File: src/rtl/bcd_conv_seq_pkg.sv
// Shared constants for the binary-to-BCD converter stage.
package bcd_conv_seq_pkg;

    // Converter FSM encodings
    typedef enum logic [1:0] {
        ST_IDLE  = 2'd0,
        ST_SHIFT = 2'd1,
        ST_DONE  = 2'd2
    } bcd_state_t;

    // Digit shown on every position when the divider flagged an error
    localparam logic [3:0] BCD_ERR_DIGIT = 4'hE;

    // Double-dabble correction: nibbles at or above the threshold get the add
    localparam logic [3:0] BCD_ADJ_THRESHOLD = 4'd5;
    localparam logic [3:0] BCD_ADJ_ADD       = 4'd3;

endpackage

File: src/rtl/bcd_digit_adj.sv
// Combinational double-dabble nibble corrector: values 5..9 become 8..12
// so that the following left shift carries correctly into the next digit.
module bcd_digit_adj
    import bcd_conv_seq_pkg::*;
(
    input  logic [3:0] digit,
    output logic [3:0] digit_adj
);

    // 4-bit add with no carry out; inputs >= 5 never exceed 9 in normal use
    assign digit_adj = (digit >= BCD_ADJ_THRESHOLD) ? (digit + BCD_ADJ_ADD) : digit;

endmodule

File: src/rtl/bcd_conv_seq.sv
// Sequential binary-to-BCD converter (shift-and-add-3), one input bit per
// clock. Accepts a result word and error flag from the divider with a
// start/ready handshake and hands packed digits to the display driver.
module bcd_conv_seq
    import bcd_conv_seq_pkg::*;
#(
    parameter int bits   = 8,
    parameter int digits = 3
) (
    input  logic                  clk,
    input  logic                  reset,
    input  logic                  start,
    input  logic [bits-1:0]       bin,
    input  logic                  err_in,
    output logic [4*digits-1:0]   bcd,
    output logic                  err,
    output logic                  ready,
    output logic                  busy
);

    localparam int CW = $clog2(bits + 1);
    localparam int SW = 4 * digits;

    bcd_state_t          state_reg;
    logic [bits-1:0]     shreg_reg;
    logic [SW-1:0]       scratch_reg;
    logic [CW-1:0]       cnt_reg;
    logic                err_pend_reg;
    logic [SW-1:0]       bcd_reg;
    logic                err_reg;
    logic                ready_reg;
    logic                busy_reg;

    logic [SW-1:0]       scratch_adj;
    logic [SW+bits-1:0]  cat_shift;

    // Per-digit add-3 correction ahead of each shift
    generate
        for (genvar gi = 0; gi < digits; gi++) begin : g_adj
            bcd_digit_adj u_adj (
                .digit     (scratch_reg[gi*4 +: 4]),
                .digit_adj (scratch_adj[gi*4 +: 4])
            );
        end
    endgenerate

    // Corrected scratch and shift register moved left as one word
    always_comb begin
        cat_shift = {scratch_adj, shreg_reg} << 1;
    end

    // FSM, counter, scratch and registered outputs
    always_ff @(posedge clk or negedge reset) begin
        if (!reset) begin
            state_reg    <= ST_IDLE;
            shreg_reg    <= '0;
            scratch_reg  <= '0;
            cnt_reg      <= '0;
            err_pend_reg <= 1'b0;
            bcd_reg      <= '0;
            err_reg      <= 1'b0;
            ready_reg    <= 1'b0;
            busy_reg     <= 1'b0;
        end else begin
            ready_reg <= 1'b0;
            case (state_reg)
                ST_IDLE: begin
                    if (start) begin
                        busy_reg <= 1'b1;
                        if (err_in) begin
                            // Error word: no conversion, but DONE holds one
                            // extra edge so the result lands at k+2
                            err_pend_reg <= 1'b1;
                            cnt_reg      <= CW'(1);
                            state_reg    <= ST_DONE;
                        end else begin
                            err_pend_reg <= 1'b0;
                            shreg_reg    <= bin;
                            scratch_reg  <= '0;
                            cnt_reg      <= CW'(bits);
                            state_reg    <= ST_SHIFT;
                        end
                    end
                end
                ST_SHIFT: begin
                    scratch_reg <= cat_shift[SW+bits-1:bits];
                    shreg_reg   <= cat_shift[bits-1:0];
                    cnt_reg     <= cnt_reg - CW'(1);
                    if (cnt_reg == CW'(1)) begin
                        state_reg <= ST_DONE;
                    end
                end
                ST_DONE: begin
                    if (cnt_reg != '0) begin
                        cnt_reg <= cnt_reg - CW'(1);
                    end else begin
                        if (err_pend_reg) begin
                            bcd_reg <= {digits{BCD_ERR_DIGIT}};
                            err_reg <= 1'b1;
                        end else begin
                            bcd_reg <= scratch_reg;
                            err_reg <= 1'b0;
                        end
                        ready_reg <= 1'b1;
                        busy_reg  <= 1'b0;
                        state_reg <= ST_IDLE;
                    end
                end
                default: begin
                    state_reg <= ST_IDLE;
                    busy_reg  <= 1'b0;
                end
            endcase
        end
    end

    assign bcd   = bcd_reg;
    assign err   = err_reg;
    assign ready = ready_reg;
    assign busy  = busy_reg;

endmodule

File: config.mk
export PLATFORM = sky130hd
export DESIGN_NAME = bcd_conv_seq
export DESIGN_NICKNAME = d
export VERILOG_FILES = /design/src/rtl/bcd_conv_seq_pkg.sv /design/src/rtl/bcd_digit_adj.sv /design/src/rtl/bcd_conv_seq.sv
export SDC_FILE = /design/constraint.sdc
export NUM_CORES = 1
export LEC_CHECK = 0
export ABC_CLOCK_PERIOD_IN_PS = 1900
export CORE_MARGIN = 2
export CORE_UTILIZATION = 49
export DETAILED_ROUTE_END_ITERATION = 8
export GPL_TIMING_DRIVEN = 0
export PLACE_DENSITY = 0.75
export SYNTH_ARGS = -nofsm -noshare
export SYNTH_HDL_FRONTEND = slang
export SYNTH_SLANG_ARGS = --single-unit
File: constraint.sdc
create_clock -name clk -period 1.9 [get_ports clk]
set_input_delay 0.38 -clock clk [delete_from_list [all_inputs] [get_ports clk]]
set_output_delay 0.38 -clock clk [all_outputs]
set_load 0.005 [all_outputs]
==> impl_metrics.json <==
{
  "status": "completed",
  "grt_pass1_vias": 1686,
  "p_comb_frac": 0.442,
  "synth-warning-count": 0,
  "clk_latency_ps": 300,
  "diodes": 0,
  "p_leak_nw": 1.17,
  "ctsHtreeMaxLevel": 2,
  "synth-seq-cells": 42,
  "grt_max_degree": 33,
  "synth_ff_type": "dfrtp_1",
  "synth_cell_types": 30,
  "min_period_ps": 1840,
  "min_period_over_period": 0.966,
  "synth_seq_area_share": 0.491,
  "stdcell_count": 322,
  "setup_tns_ps": 0,
  "clock_skew_ps": 3.96,
  "finalPower_w": 0.00377,
  "worstPathRequired_ps": 2090,
  "globalRouteOverflowTotal": 0,
  "power.share.switching": 0.356,
  "syn_nets": 253,
  "post-dp-hpwl_mm": 2.96,
  "maxCapViolCount": 0,
  "synth_edf_count": 0,
  "crit_slowest_cell": "dfrtp_1",
  "pwr-share-seq": 0.366,
  "die_y_um": 70.1,
  "async_reset_ff_frac": 1.00,
  "critPathBufInv": 3,
  "cts_max_path_buffers": 2,
  "drtIter0Drc": 92,
  "die_x_um": 70.1,
  "drive_above_1_share": 0.133,
  "finalSetupViolations": 0,
  "cts_root_buf": "clkbuf_8",
  "cts_buffers": 5,
  "max-slew-margin-rel": 0.708,
  "synth_cells": 229,
  "hold_violations": 0,
  "nFillCells": 379,
  "drt-total-wl_mm": 4.21,
  "placed_cell_area_sq_mm": 0.00248,
  "drv_slew": 0,
  "utilization": 0.625,
  "dr.pass1.iters": 4,
  "drc": 0,
  "avgViaCountPerCell": 5.30,
  "synth_area_per_cell_sq_um": 9.34,
  "rows": 24,
  "power_frac_clock": 0.192,
  "power.density_mw_per_mm2": 1400,
  "portBuffers": 26,
  "antenna_found_initial": 0,
  "worst-setup-path-type": "reg -> reg",
  "wl_per_cell_um": 13.1,
  "postRouteAntennaNets": 0,
  "hold_path_class": "in -> async",
  "startpoint_type": "flip-flop",
  "cp_slowest_stage_delay_ps": 380,
  "synthToLayoutAreaGrowth_pct": 25.5,
  "track_usage": 0.190,
  "worstMarginPinSlew_ps": 438,
  "grt_pass1_wl_mm": 7.51,
  "clk_pin_slew_ps": 80,
  "dpl.cell_count": 308,
  "core_sq_mm": 0.00429,
  "nets": 293,
  "p_sw_w": 0.00134,
  "crit_fanout": 6,
  "vias": 1706,
  "cp.arrival_ps": 2030,
  "ir_drop_mv": 1.07,
  "syn_area_sq_mm": 0.00214,
  "globalplace.congestion": 0.798,
  "cpLargestDelayFamily": "simple AND/OR/NAND/NOR gates",
  "io_pins": 27,
  "die_area_sq_mm": 0.00491,
  "cp-end-kind": "flip-flop",
  "crit_chain": "inv_1, ha_2, nor4bb_4, buf_4, or3_1, buf_2, o21ai_1, o31ai_2",
  "cts_tree": "yes",
  "fmax_mhz": 545,
  "power.internal_w": 0.00243,
  "start_util": 0.498,
  "clock-sinks": 42,
  "final_area_sq_mm": 0.00269
}
[logic make-up after synthesis]
group | count (synthesis) | synth area share
AOI/OAI and AO/OA | 57 | 0.150
muxes | 13 | 0.0637
DFF | 42 | 0.491
xor gates and xnor gates | 3 | 0.0123
and+or+nand+nor | 77 | 0.165
buffers and inverters | 25 | 0.0468
adders and majority gates | 12 | 0.0702
[cell type report]
| cell class | instances | area (sq um) | area share |
|---|---|---|---|
| Buffer | 10 | 50.0 | 0.0186 |
| Clock buffer | 5 | 68.8 | 0.0256 |
| Clock inverter | 3 | 43.8 | 0.0163 |
| Inverter | 15 | 56.3 | 0.0210 |
| Multi-Input combinational cell | 162 | 1030 | 0.383 |
| Sequential cell | 42 | 1050 | 0.391 |
| Tap cell | 52 | 65.1 | 0.0242 |
| Timing Repair Buffer | 33 | 323 | 0.120 |
[layer usage]
metal,track usage,part of all wire,up-vias,wire length (um)
met4,0.0748,0.017,0,72
met3,0.0505,0.032,6,136
met5,0,0,-,0
li1,-,-,854,-
met1,0.244,0.48,817,2010
met2,0.307,0.47,29,1990
[what timing repair did]
| item | CTS | global route |
|---|---|---|
| buffers inserted | 1 | 4 |
| endpoints found under the setup margin | 1 | 32 |
| cloned | 0 | 0 |
| endpoints found under the hold margin | 10 | 0 |
| gates resized for setup | 0 | 15 |
| hold buffers | 1 | 0 |
[worst register-to-register path: stages (launching register included)]
cell and delay, ps:
dfrtp_1 380, inv_1 90, ha_2 210, nor4bb_4 150, buf_4 160, or3_1 330
buf_2 160, o21ai_1 160, o31ai_2 80
[metrics by stage]
stage	hold slack [ps]	setup WS, ps
after floorplan	84.4	133
after global placement	460	-699
after detailed placement	269	-104
after CTS	476	7.14
after global routing	487	-25.7
final	467	64.3
[path summary, 6_finish.rpt]
kind                         startpoint        endpoint  slack (ps)  depth (start not counted)
setup / recovery           state_reg[0]      cnt_reg[0]          60                          8
hold / removal                    reset          bcd[4]         470                          2
setup reg to reg           state_reg[0]      cnt_reg[0]          60                          8
hold reg to reg            shreg_reg[5]    shreg_reg[5]         480                          2
max in group asynchronous         reset  scratch_reg[1]         980                          3
min in group clk           shreg_reg[5]    shreg_reg[5]         480                          2
[cells in the final DEF, fill, tap and decap left out, types with 2 or more instances in the layout]
master,n
a21oi_1,18
a22o_1,3
buf_2,5
buf_4,6
clkbuf_2,3
clkbuf_8,5
clkdlybuf4s50_1,25
dfrtp_1,42
ha_1,9
ha_2,2
inv_1,14
mux2_2,5
mux2i_1,8
nand2_1,32
nand2b_1,6
nand3_1,3
nand3b_1,3
nor2_1,23
nor2b_1,2
nor3b_1,3
o21ai_0,27
o21ai_1,2
or3_1,2
xnor2_1,3
[cells in the mapped netlist (3+ instances only)]
library cell / number / share of area
a21oi_1: 18 / 0.042
a22o_1: 3 / 0.012
buf_2: 5 / 0.012
clkbuf_1: 4 / 0.0070
dfrtp_1: 42 / 0.49
ha_1: 12 / 0.070
inv_1: 15 / 0.026
mux2_2: 5 / 0.026
mux2i_1: 8 / 0.037
nand2_1: 32 / 0.056
nand2b_1: 6 / 0.018
nand3_1: 3 / 0.0070
nand3b_1: 3 / 0.011
nor2_1: 23 / 0.040
nor3b_1: 3 / 0.011
o21ai_0: 27 / 0.063
xnor2_1: 3 / 0.012
[power by group through the flow]
stage | Combinational (W) | Sequential (W) | Clock (W)
after floorplan | 0.000985 | 0.00137 | 0
after global placement | 0.00148 | 0.00139 | 0
after detailed placement | 0.00151 | 0.00140 | 0
after CTS | 0.00155 | 0.00137 | 0.000736
after global routing | 0.00189 | 0.00143 | 0.000764
final | 0.00167 | 0.00138 | 0.000724
(Power assumes the default switching activity.)
